==> src/rtl/coding_queue_mc.sv <==
// Multi-channel context bit queue: per-channel circular bit FIFOs feeding one
// registered output, with round-robin arbitration between non-empty channels.
module coding_queue_mc #(
  parameter int CHANNELS     = 4,
  parameter int DEPTH_LOG2   = 4,
  parameter int AFULL_MARGIN = 2,
  localparam int CHW         = (CHANNELS > 1) ? $clog2(CHANNELS) : 1
) (
  input  logic                clk,
  input  logic                rst,
  input  logic                in_bit,
  input  logic [CHW-1:0]      in_ch,
  input  logic                in_wrreq,
  output logic [CHANNELS-1:0] ch_afull,
  output logic [CHANNELS-1:0] ch_empty,
  output logic [CHANNELS-1:0] ch_ovf,
  output logic                out_bit,
  output logic [CHW-1:0]      out_ctx,
  output logic                out_valid,
  input  logic                out_ready
);

  localparam int DEPTH = 1 << DEPTH_LOG2;
  localparam int CW    = DEPTH_LOG2 + 1;

  logic [DEPTH-1:0]      mem    [CHANNELS];
  logic [DEPTH_LOG2-1:0] wr_ptr [CHANNELS];
  logic [DEPTH_LOG2-1:0] rd_ptr [CHANNELS];
  logic [CW-1:0]         count  [CHANNELS];
  logic [CHW-1:0]        last_grant;
  logic [CHW-1:0]        winner;
  logic [CHW-1:0]        cand;
  logic                  any_ne;
  logic                  load_en;
  logic                  pop;
  logic                  wr_valid;
  logic [CHANNELS-1:0]   full;
  logic [CHANNELS-1:0]   wr_sel;
  logic [CHANNELS-1:0]   drop_sel;
  logic [CHANNELS-1:0]   pop_sel;

  // Round-robin search: scanning from the farthest candidate back to the
  // nearest lets the nearest non-empty channel after last_grant win.
  always_comb begin
    winner = '0;
    cand   = '0;
    any_ne = 1'b0;
    for (int k = CHANNELS; k >= 1; k--) begin
      cand = CHW'((int'(last_grant) + k) % CHANNELS);
      if (count[cand] != '0) begin
        winner = cand;
        any_ne = 1'b1;
      end
    end
  end

  assign load_en  = !out_valid || out_ready;
  assign pop      = load_en && any_ne;
  assign wr_valid = in_wrreq && (int'(in_ch) < CHANNELS);

  always_comb begin
    full     = '0;
    wr_sel   = '0;
    drop_sel = '0;
    pop_sel  = '0;
    ch_empty = '0;
    ch_afull = '0;
    for (int i = 0; i < CHANNELS; i++) begin
      full[i]     = (count[i] == CW'(DEPTH));
      wr_sel[i]   = wr_valid && (in_ch == CHW'(i)) && !full[i];
      drop_sel[i] = wr_valid && (in_ch == CHW'(i)) && full[i];
      pop_sel[i]  = pop && (winner == CHW'(i));
      ch_empty[i] = (count[i] == '0);
      ch_afull[i] = (count[i] >= CW'(DEPTH - AFULL_MARGIN));
    end
  end

  // Bit storage: written only, never reset.
  always_ff @(posedge clk) begin
    for (int i = 0; i < CHANNELS; i++) begin
      if (wr_sel[i]) mem[i][wr_ptr[i]] <= in_bit;
    end
  end

  // Queue control and output register stage.
  always_ff @(posedge clk) begin
    if (rst) begin
      for (int i = 0; i < CHANNELS; i++) begin
        wr_ptr[i] <= '0;
        rd_ptr[i] <= '0;
        count[i]  <= '0;
      end
      ch_ovf     <= '0;
      out_valid  <= 1'b0;
      out_bit    <= 1'b0;
      out_ctx    <= '0;
      last_grant <= CHW'(CHANNELS - 1);
    end else begin
      for (int i = 0; i < CHANNELS; i++) begin
        if (wr_sel[i])   wr_ptr[i] <= wr_ptr[i] + DEPTH_LOG2'(1);
        if (pop_sel[i])  rd_ptr[i] <= rd_ptr[i] + DEPTH_LOG2'(1);
        if (wr_sel[i] && !pop_sel[i])      count[i] <= count[i] + CW'(1);
        else if (!wr_sel[i] && pop_sel[i]) count[i] <= count[i] - CW'(1);
        if (drop_sel[i]) ch_ovf[i] <= 1'b1;
      end
      if (load_en) begin
        if (any_ne) begin
          out_bit    <= mem[winner][rd_ptr[winner]];
          out_ctx    <= winner;
          out_valid  <= 1'b1;
          last_grant <= winner;
        end else begin
          out_valid  <= 1'b0;
        end
      end
    end
  end

endmodule

==> config.mk <==
export PLATFORM = sky130hd
export DESIGN_NAME = coding_queue_mc
export DESIGN_NICKNAME = d
export VERILOG_FILES = /design/src/rtl/coding_queue_mc.sv
export SDC_FILE = /design/constraint.sdc
export NUM_CORES = 1
export LEC_CHECK = 0
export BUFFER_PORTS_ARGS = -buffer_cell sky130_fd_sc_hd__buf_2
export CORE_MARGIN = 2
export CORE_UTILIZATION = 25
export CTS_CLUSTER_SIZE = 8
export DETAILED_ROUTE_END_ITERATION = 16
export GPL_ROUTABILITY_DRIVEN = 0
export MAX_ROUTING_LAYER = met4
export PLACE_DENSITY_LB_ADDON = 0.05
export SLEW_MARGIN = 20
export SYNTH_ARGS = -nofsm -noshare
export SYNTH_HDL_FRONTEND = slang
export SYNTH_SLANG_ARGS = --single-unit
==> constraint.sdc <==
create_clock -name clk -period 5.39 [get_ports clk]
set_input_delay 0.2695 -clock clk [delete_from_list [all_inputs] [get_ports clk]]
set_output_delay 0.2695 -clock clk [all_outputs]
set_load 0.05 [all_outputs]
# After elaboration in Yosys (flattened, before gate mapping)
# Memory sizes are Yosys's and may differ from the RTL's.
# Cells that the tools add are included.
classes:
  n_eq_ne: 10
  n_mul: 0
  bitwise: 16
  n_lt_le_gt_ge: 13
  div_mod_pow: 0
  muxes: 102
  add_sub_neg: 20
  n_shift: 0
  reduce_logical: 57
op_table:
  columns: ["operator", "n"]
  rows:
  - ["$mux W16", 10]
  - ["$mux W1", 64]
  - ["$reduce_or A16 Y1", 3]
  - ["$mux W5", 8]
  - ["$add A4 B1 Y4 const B", 8]
  - ["$mux W4", 8]
  - ["$logic_and A1 B1 Y1", 29]
  - ["$lt A4 B5 Y1 const B", 5]
  - ["$add A5 B1 Y5 const B", 4]
  - ["$eq A5 B5 Y1 const B", 4]
  - ["$ge A5 B4 Y1 const B", 4]
  - ["$logic_not A5 Y1", 4]
  - ["$reduce_bool A5 Y1", 4]
  - ["$sub A5 B1 Y5 const B", 4]
  - ["$demux W1 S4", 4]
  - ["$ge A4 B1 Y1 const B", 4]
  - ["$or A1 B1 Y1", 16]
  - ["$mux W2", 7]
  - ["$logic_not A1 Y1", 13]
  - ["$eq A2 B2 Y1 const B", 4]
  - ["$add A2 B1 Y2 const B", 2]
  - ["$add A2 B2 Y2 const B", 2]
  - ["$bmux W1 S4", 1]
  - ["$eq A2 B1 Y1 const B", 2]
  - ["3 further kinds", 4]
word_totals:
  register_bits: 10
  mem_count: 4
  ram_bits: 116
  in_bits: 7
  rom_bits: 0
  elab_cells: 230
  latch_bits: 0
mem_list:
  columns: ["memory", "words", "width", "read_ports", "rd_clocked_by_memory_dff", "wr", "line_no", "source"]
  rows:
  - ["mem", 4, 16, 1, 0, 1, "26", "logic [DEPTH-1:0] mem [CHANNELS];"]
  - ["count", 4, 5, 8, 0, 4, "29", "logic [CW-1:0] count [CHANNELS];"]
  - ["rd_ptr", 4, 4, 5, 0, 4, "28", "logic [DEPTH_LOG2-1:0] rd_ptr [CHANNELS];"]
  - ["wr_ptr", 4, 4, 4, 0, 4, "27", "logic [DEPTH_LOG2-1:0] wr_ptr [CHANNELS];"]

# Logic depth before layout (Yosys ltp)
# Gate-level depths: netlist of the first run.
# An unclocked memory read counts as a cell.
depth:
  ltp_word: 16
  depth_mapped: 20
  depth_no_buf: 16

# Worst setup path after synthesis of the first run
# OpenSTA, ideal clock, no wires.
synth_timing:
  path_kind: "register to register"
  startpoint: "memory count[1][1] (netlist name)"
  endpoint: "memory count[0][4] (netlist name), data pin"
  arrival_time_ns: 4.947
  required_time_ns: 5.243
  path_stages_with_launch: 17
  setup_slack_ns: 0.296
  setup_time_ns: 0.147
  period_less_slack_ns: 5.094
  n_path_buf: 3
  path_cell_list: "edfxtp_1 > or4_1 > clkbuf_1 > nor2_1 > o32ai_1 > a211oi_4 > buf_2 > buf_2 > nand3b_1 > or2_2 > nor2_1 > ha_1 > a21o_1 > a21oi_1 > xnor2_1 > or3_1 > a21oi_1"
synth_rtl:
  columns: ["item", "line_no"]
  rows:
  - ["from (decl)", "29"]

==> results.sh, run 1 <==
export IMPL_hold_end="out_valid"
export IMPL_drtAntennaViolNets=0
export IMPL_finalSetupTns_ns=0
export IMPL_crit_type="reg -> reg"
export IMPL_synth_compound_area_share_pct=9.16
export IMPL_synth_fa_ha_area_share_pct=6.42
export IMPL_syn_nets=698
export IMPL_setup_violations=0
export IMPL_power_static_leakage_nw=3.13
export IMPL_drt_total_wl_mm=18.7
export IMPL_power_density_mw_per_mm2=567
export IMPL_vias=4860
export IMPL_switching_power_w=0.00194
export IMPL_grt_first_pass_wirelength_mm=29.0
export IMPL_antenna_found_initial=0
export IMPL_worstSetupEndpointType="register"
export IMPL_synth_main_ff_cell="edfxtp_1"
export IMPL_worstPathArrival_ns=4.85
export IMPL_synthXorXnorAreaFrac_pct=3.54
export IMPL_grt_ovfl_total=0
export IMPL_cp_required_ns=5.66
export IMPL_grt_pass1_vias=4845
export IMPL_initial_core_util_pct=25.2
export IMPL_fin_crit_sh_pct=85.0
export IMPL_rrSetupSlack_ns=0.81
export IMPL_seq_power_share_pct=32.9
export IMPL_total_power_w=0.00468
export IMPL_drt_iter0_markers=499
export IMPL_maxSlewViolCount=0
export IMPL_fin_cells=1071
export IMPL_max_slew_margin_pct=29.0
export IMPL_rows=62
export IMPL_final_core_util_pct=29.0
export IMPL_clkLatencyLatePin_ns=0.42
export IMPL_antenna_cells=0
export IMPL_synth_warnings=0
export IMPL_worst_pin_slew_ns=1.07
export IMPL_syn2layout_area_growth_pct=15.1
export IMPL_rr_worst_depth=16
export IMPL_status="finished, final reports clean"
export IMPL_numPortBuffers=22
export IMPL_place_inst=1040
export IMPL_cts_max_level=4
export IMPL_core_mm2=0.0285
export IMPL_drc=0
export IMPL_p_comb_share_pct=43.0
export IMPL_post_cts_resized=0
export IMPL_synth_edf_count=116
export IMPL_clkPwrFrac_pct=24.0
export IMPL_worst_slack_ns=0.809
export IMPL_grt_max_degree=65
export IMPL_tritoncts="yes"
export IMPL_clockBufferDepth=2
export IMPL_finalWorstPathRequiredPeriod_ns=4.58
export IMPL_dr_pass1_iters=4
export IMPL_cap_violations=0
export IMPL_cts_buffers=17
export IMPL_ys_seq_elements=128
export IMPL_synth_area_mm2=0.00717
export IMPL_hold_violations=0
export IMPL_reg2reg_to="count[1][4]"
export IMPL_syn_avg_cell_area_um2=10.9
export IMPL_fin_worst_skew_ns=0.0145
export IMPL_nNetsFinal=717
export IMPL_io_pins=23
export IMPL_clock_sinks=128
export IMPL_dieArea_mm2=0.0301
export IMPL_drive_gt1_share_pct=10.6
export IMPL_hp_start="out_ready"
export IMPL_critPathMaxFanout=11
export IMPL_r2r_start="count[3][2]"
export IMPL_peakVddDrop_uv=192
export IMPL_cts_setup_buffers=0
export IMPL_cts_hold_buffers=0
export IMPL_synth_top_family_by_area="simple AND/OR/NAND/NOR gates"
export IMPL_swShare_pct=41.5
export IMPL_dp_hpwl_mm=13.7
export IMPL_via_per_inst=4.54
export IMPL_synthMuxAreaShare_pct=5.95
export IMPL_syn_inst=656
export IMPL_die_width_um=173
export IMPL_clk_pin_slew_worst_paths_ns=0.06
export IMPL_yosys_area_share_simple_pct=19.6
export IMPL_rsz0062_at_grt="no"
export IMPL_synthArstFlopShare_pct=0
export IMPL_dp_slack_ns=0.823
export IMPL_intPower_w=0.00274
export IMPL_cts_root_buffer="clkbuf_16"
export IMPL_fmax_mhz=218
export IMPL_grt_util_all_layers_pct=13.1
export IMPL_critPathLaunchType="register"
export IMPL_die_h_um=173
export IMPL_holdPathStages=3
export IMPL_ys_seq_area_share_pct=51.9
export IMPL_synthDistinctLibCells=68
export IMPL_hp_class="in -> reg"
export IMPL_wire_per_inst_um=17.5
==> logic make-up (layout without fill, tap and decap cells) <==
logic type / Yosys count / in the layout
buffers and inverters: 62 / 93
AO/OA/AOI/OAI: 91 / 91
AND/OR/NAND/NOR: 271 / 271
flip-flops: 128 / 128
adder cells (fa/ha/maj): 35 / 35
multiplexers: 40 / 40
XOR/XNOR: 29 / 29
==> metrics by stage <==
stage / hold slack (ns) / area, um^2
6_report: 0.202 / 8250
4_1_cts: 0.180 / 8250
3_5_place_dp: 0.462 / 7690
2_1_floorplan: 0.368 / 7170
5_1_grt: 0.178 / 8250
3_3_place_gp: 0.455 / 7690
==> layer usage <==
layer,vias up,GRT usage [%],share of wire (%)
met5,-,-,0
met4,0,4.94,1.5
met3,20,2.24,3.1
met2,80,19.7,46
met1,2351,17.8,50
li1,2409,-,-
==> critical path, cell delays in order (launching register included) <==
cell      delay (ns)
edfxtp_1        0.51
or4_1           0.73
nor2_2          0.23
and3_1          0.18
o21ai_0         0.09
a211oi_1        0.36
nand2b_1        0.39
nor2_1          0.22
nand2b_1        0.21
nand2b_1        0.17
inv_1           0.10
ha_1            0.33
a21o_1          0.19
a21oi_1         0.18
xor2_1          0.10
or3_1           0.32
a21oi_1         0.13
==> cell type report <==
class | instances | area, um^2
Clock buffer | 24 | 472
Tap cell | 384 | 480
Sequential cell | 128 | 3720
Timing Repair Buffer | 29 | 163
Clock inverter | 7 | 87.6
Fill cell | 2950 | 20200
Multi-Input combinational cell | 466 | 3200
Inverter | 33 | 124
==> layout by cell type (no fill, tap or decap), types with 17 or more instances in the layout <==
master       n
nand2_1     37
inv_1       32
nor3_1      28
nor2_1      73
ha_1        32
nand2b_1    24
a21oi_1     19
edfxtp_1   116
clkbuf_16   17
nand3_1     17
buf_2       22
mux2i_1     32
and2_1      38
==> power by group through the flow <==
| stage | registers [W] | clock network (W) | logic [W] |
|---|---|---|---|
| 2_1_floorplan | 0.00146 | 0 | 0.00154 |
| 3_3_place_gp | 0.00156 | 0 | 0.00204 |
| 3_5_place_dp | 0.00156 | 0 | 0.00203 |
| 4_1_cts | 0.00154 | 0.00116 | 0.00204 |
| 5_1_grt | 0.00157 | 0.00120 | 0.00224 |
| 6_report | 0.00154 | 0.00113 | 0.00201 |
==> synth_stat cells (9+ instances only) <==
master	instances	area [um^2]
nor2_1	73	274
a21oi_1	19	95.1
inv_1	32	120
dfxtp_1	12	240
and2_1	38	238
mux2i_1	32	320
nand3_1	17	85.1
o21ai_0	9	45.0
nor3_1	28	140
clkbuf_1	19	71.3
xnor2_1	15	131
nand2_1	37	139
edfxtp_1	116	3480
nor3b_1	11	82.6
ha_1	32	400
nand2b_1	24	150
xor2_1	14	123
==> worst max path at each step <==
stage,endpoint,depth (start not counted),start
floorplan,count[0][4],16,count[1][1]
global placement,count[2][4],16,count[3][2]
detailed placement,count[1][4],16,count[3][2]
CTS,count[1][4],16,count[3][2]
global route,count[1][4],16,count[3][2]
finish,count[1][4],16,count[3][2]
==> flip-flops by register name, indices dropped and copies added, names as in the netlist, named ones only <==
register    count
count          20
wr_ptr         16
out_ctx         2
rd_ptr         16
out_bit         1
ch_ovf          4
out_valid       1
last_grant      2
mem            64
(Power assumes the default switching activity.)
==> run 2, diff against run 1 <==
==> constraint.sdc (replaced) <==
create_clock -name clk -period 3.9 [get_ports clk]
set_input_delay 0.195 -clock clk [delete_from_list [all_inputs] [get_ports clk]]
set_output_delay 0.195 -clock clk [all_outputs]
set_load 0.05 [all_outputs]
==> run 2 against run 1 <==
Critical path depth shrank 1. Final cell count grew 4.2%. Non-clock buffer count grew 46. Via count grew 3.0%. Clock power grew 27%. Die area is the same. Global-route usage grew 0.22 points. Routed wire length grew 1.9%. Sequential share of layout area shrank 2.7 points. Power grew 49%. Sequential cell count is the same. Largest cell class unchanged. Largest power group unchanged.
==> results.sh, run 2 (same netlist as run 1, synthesis figures left out) <==
export IMPL_tritoncts="yes"
export IMPL_dp_hpwl_mm=14.2
export IMPL_maxSlewViolCount=0
export IMPL_nFillCells=2948
export IMPL_clk_pin_slew_worst_paths_ns=0.07
export IMPL_die_h_um=173
export IMPL_via_per_inst=4.48
export IMPL_peakVddDrop_uv=412
export IMPL_cts_hold_buffers=0
export IMPL_final_cell_mix="edfxtp_1 (116), nor2_1 (66), buf_4 (52)"
export IMPL_dp_slack_ns=-0.0280
export IMPL_die_width_um=173
export IMPL_max_slew_margin_pct=60.4
export IMPL_fin_crit_sh_pct=99.3
export IMPL_grt_ovfl_total=0
export IMPL_drive_gt1_share_pct=22.0
export IMPL_cap_violations=0
export IMPL_nNetsFinal=763
export IMPL_grt_util_all_layers_pct=13.4
export IMPL_status="finished, final reports clean"
export IMPL_largest_register_ffs=64
export IMPL_cts_buffers=17
export IMPL_drt_iter0_markers=327
export IMPL_drtAntennaViolNets=0
export IMPL_power_density_mw_per_mm2=791
export IMPL_grt_max_degree=65
export IMPL_grt_pass1_vias=5137
export IMPL_hold_violations=0
export IMPL_setup_violations=0
export IMPL_worstPathArrival_ns=4.14
export IMPL_fmax_mhz=258
export IMPL_critPathLaunchType="register"
export IMPL_antenna_found_initial=0
export IMPL_power_static_leakage_nw=3.37
export IMPL_numPortBuffers=22
export IMPL_drc=0
export IMPL_worstSetupEndpointType="register"
export IMPL_dr_pass1_iters=4
export IMPL_cpPeakStageDelay_ns=0.57
export IMPL_core_mm2=0.0285
export IMPL_finalSetupTns_ns=0
export IMPL_cts_root_buffer="clkbuf_16"
export IMPL_grt_first_pass_wirelength_mm=29.9
export IMPL_cp_required_ns=4.16
export IMPL_worstPathCellList="or4_4, buf_6, nor4_4, a211oi_1, a311o_1, nand2_2, nand3b_1, or2_4, nor2_4, ha_4, a21o_1, a21oi_2, xnor2_2, or3_1, a21oi_2"
export IMPL_initial_core_util_pct=25.2
export IMPL_slowest_stage="or4_4"
export IMPL_cts_max_level=4
export IMPL_layout_commonest_cell="edfxtp_1"
export IMPL_clkLatencyLatePin_ns=0.42
export IMPL_crit_type="reg -> reg"
export IMPL_total_power_w=0.00695
export IMPL_io_pins=23
export IMPL_final_seq_area_mm2=0.00372
export IMPL_cp_top_family="simple AND/OR/NAND/NOR gates"
export IMPL_vias=5004
export IMPL_rsz0062_at_grt="yes"
export IMPL_drt_total_wl_mm=19.1
export IMPL_crit_buf_inv=1
export IMPL_hp_class="in -> reg"
export IMPL_critPathMaxFanout=5
export IMPL_antenna_cells=0
export IMPL_fin_worst_skew_ns=0.0158
export IMPL_rows=62
export IMPL_syn2layout_area_growth_pct=22.5
export IMPL_clockBufferDepth=2
export IMPL_crit_top_cell="a21oi_2"
export IMPL_finalWorstPathRequiredPeriod_ns=3.87
export IMPL_worst_pin_slew_ns=0.595
export IMPL_multi_input_area_mm2=0.00343
export IMPL_dieArea_mm2=0.0301
export IMPL_clock_sinks=128
export IMPL_wire_per_inst_um=17.1
export IMPL_worst_slack_ns=0.0259
[run 2: cell count changes in the layout (fill, tap and decap cells not counted), moves of 4 or more]
cell      before  now
a21oi_1       19   15
a21oi_2        0    4
buf_4          7   52
clkbuf_1       5    0
nor2_1        73   66
nor2_4         0    5
or4_1          5    1
or4_4          0    4
[run 2: power by group]
group	total (W)	internal, W	switching [W]
Combinational	0.00347	0.00145	0.00202
Sequential	0.00203	0.00179	0.000245
Clock	0.00144	0.000806	0.000637
[run 2: layout make-up]
| class | instances | area share (%) |
|---|---|---|
| sequential | 128 | 42.4 |
| multi-input combinational | 466 | 39.0 |
| timing repair buffer | 75 | 5.89 |
| tap | 384 | 5.47 |
| clock buffer | 17 | 4.84 |
| inverter | 33 | 1.41 |
| clock inverter | 13 | 1.04 |
[run 2: per-stage QoR]
step | hold WS (ns) | cells | area [um^2] | utilization (%)
floorplan | 0.294 | 656 | 7370 | -
global placement | 0.442 | 1080 | 8120 | 28.5
detailed placement | 0.460 | 1080 | 8120 | 28.5
CTS | 0.149 | 1110 | 8650 | 30.4
global route | 0.194 | 1116 | 8790 | 30.9
finish | 0.201 | 1116 | 8790 | 30.9
[run 2: path summary, 6_finish.rpt]
path,start,endpoint,slack [ns],cells after the start
max,count[1][3],count[0][4],0.03,15
min,in_ch[1],ch_ovf[0],0.20,4
max reg2reg,count[1][3],count[0][4],0.03,15
min reg2reg,ch_ovf[2],ch_ovf[2],0.47,2
[run 2: routing by layer]
layer  track usage (%)  wire length (um)  vias up  part of all wire, %
li1                  -                 -     2499                    -
met5                 -                 0        -                    0
met1              17.6              9400     2440                   49
met3              1.97               344       14                  1.8
met4              3.81               193        0                  1.0
met2              21.5              9130       51                   48
[run 2: tightest hold or removal path, stage by stage]
cell and delay (ns):
buf_2 0.10, nor3b_1 0.07, a31oi_1 0.16, nor2_1 0.04
[run 2: what timing repair did]
action / 4_1_cts / 5_1_grt
endpoints found under the hold margin: 0 / 0
pin swaps: 0 / 4
setup endpoints to repair: 3 / 14
resized for setup: 3 / 21
setup buffers: 0 / 6
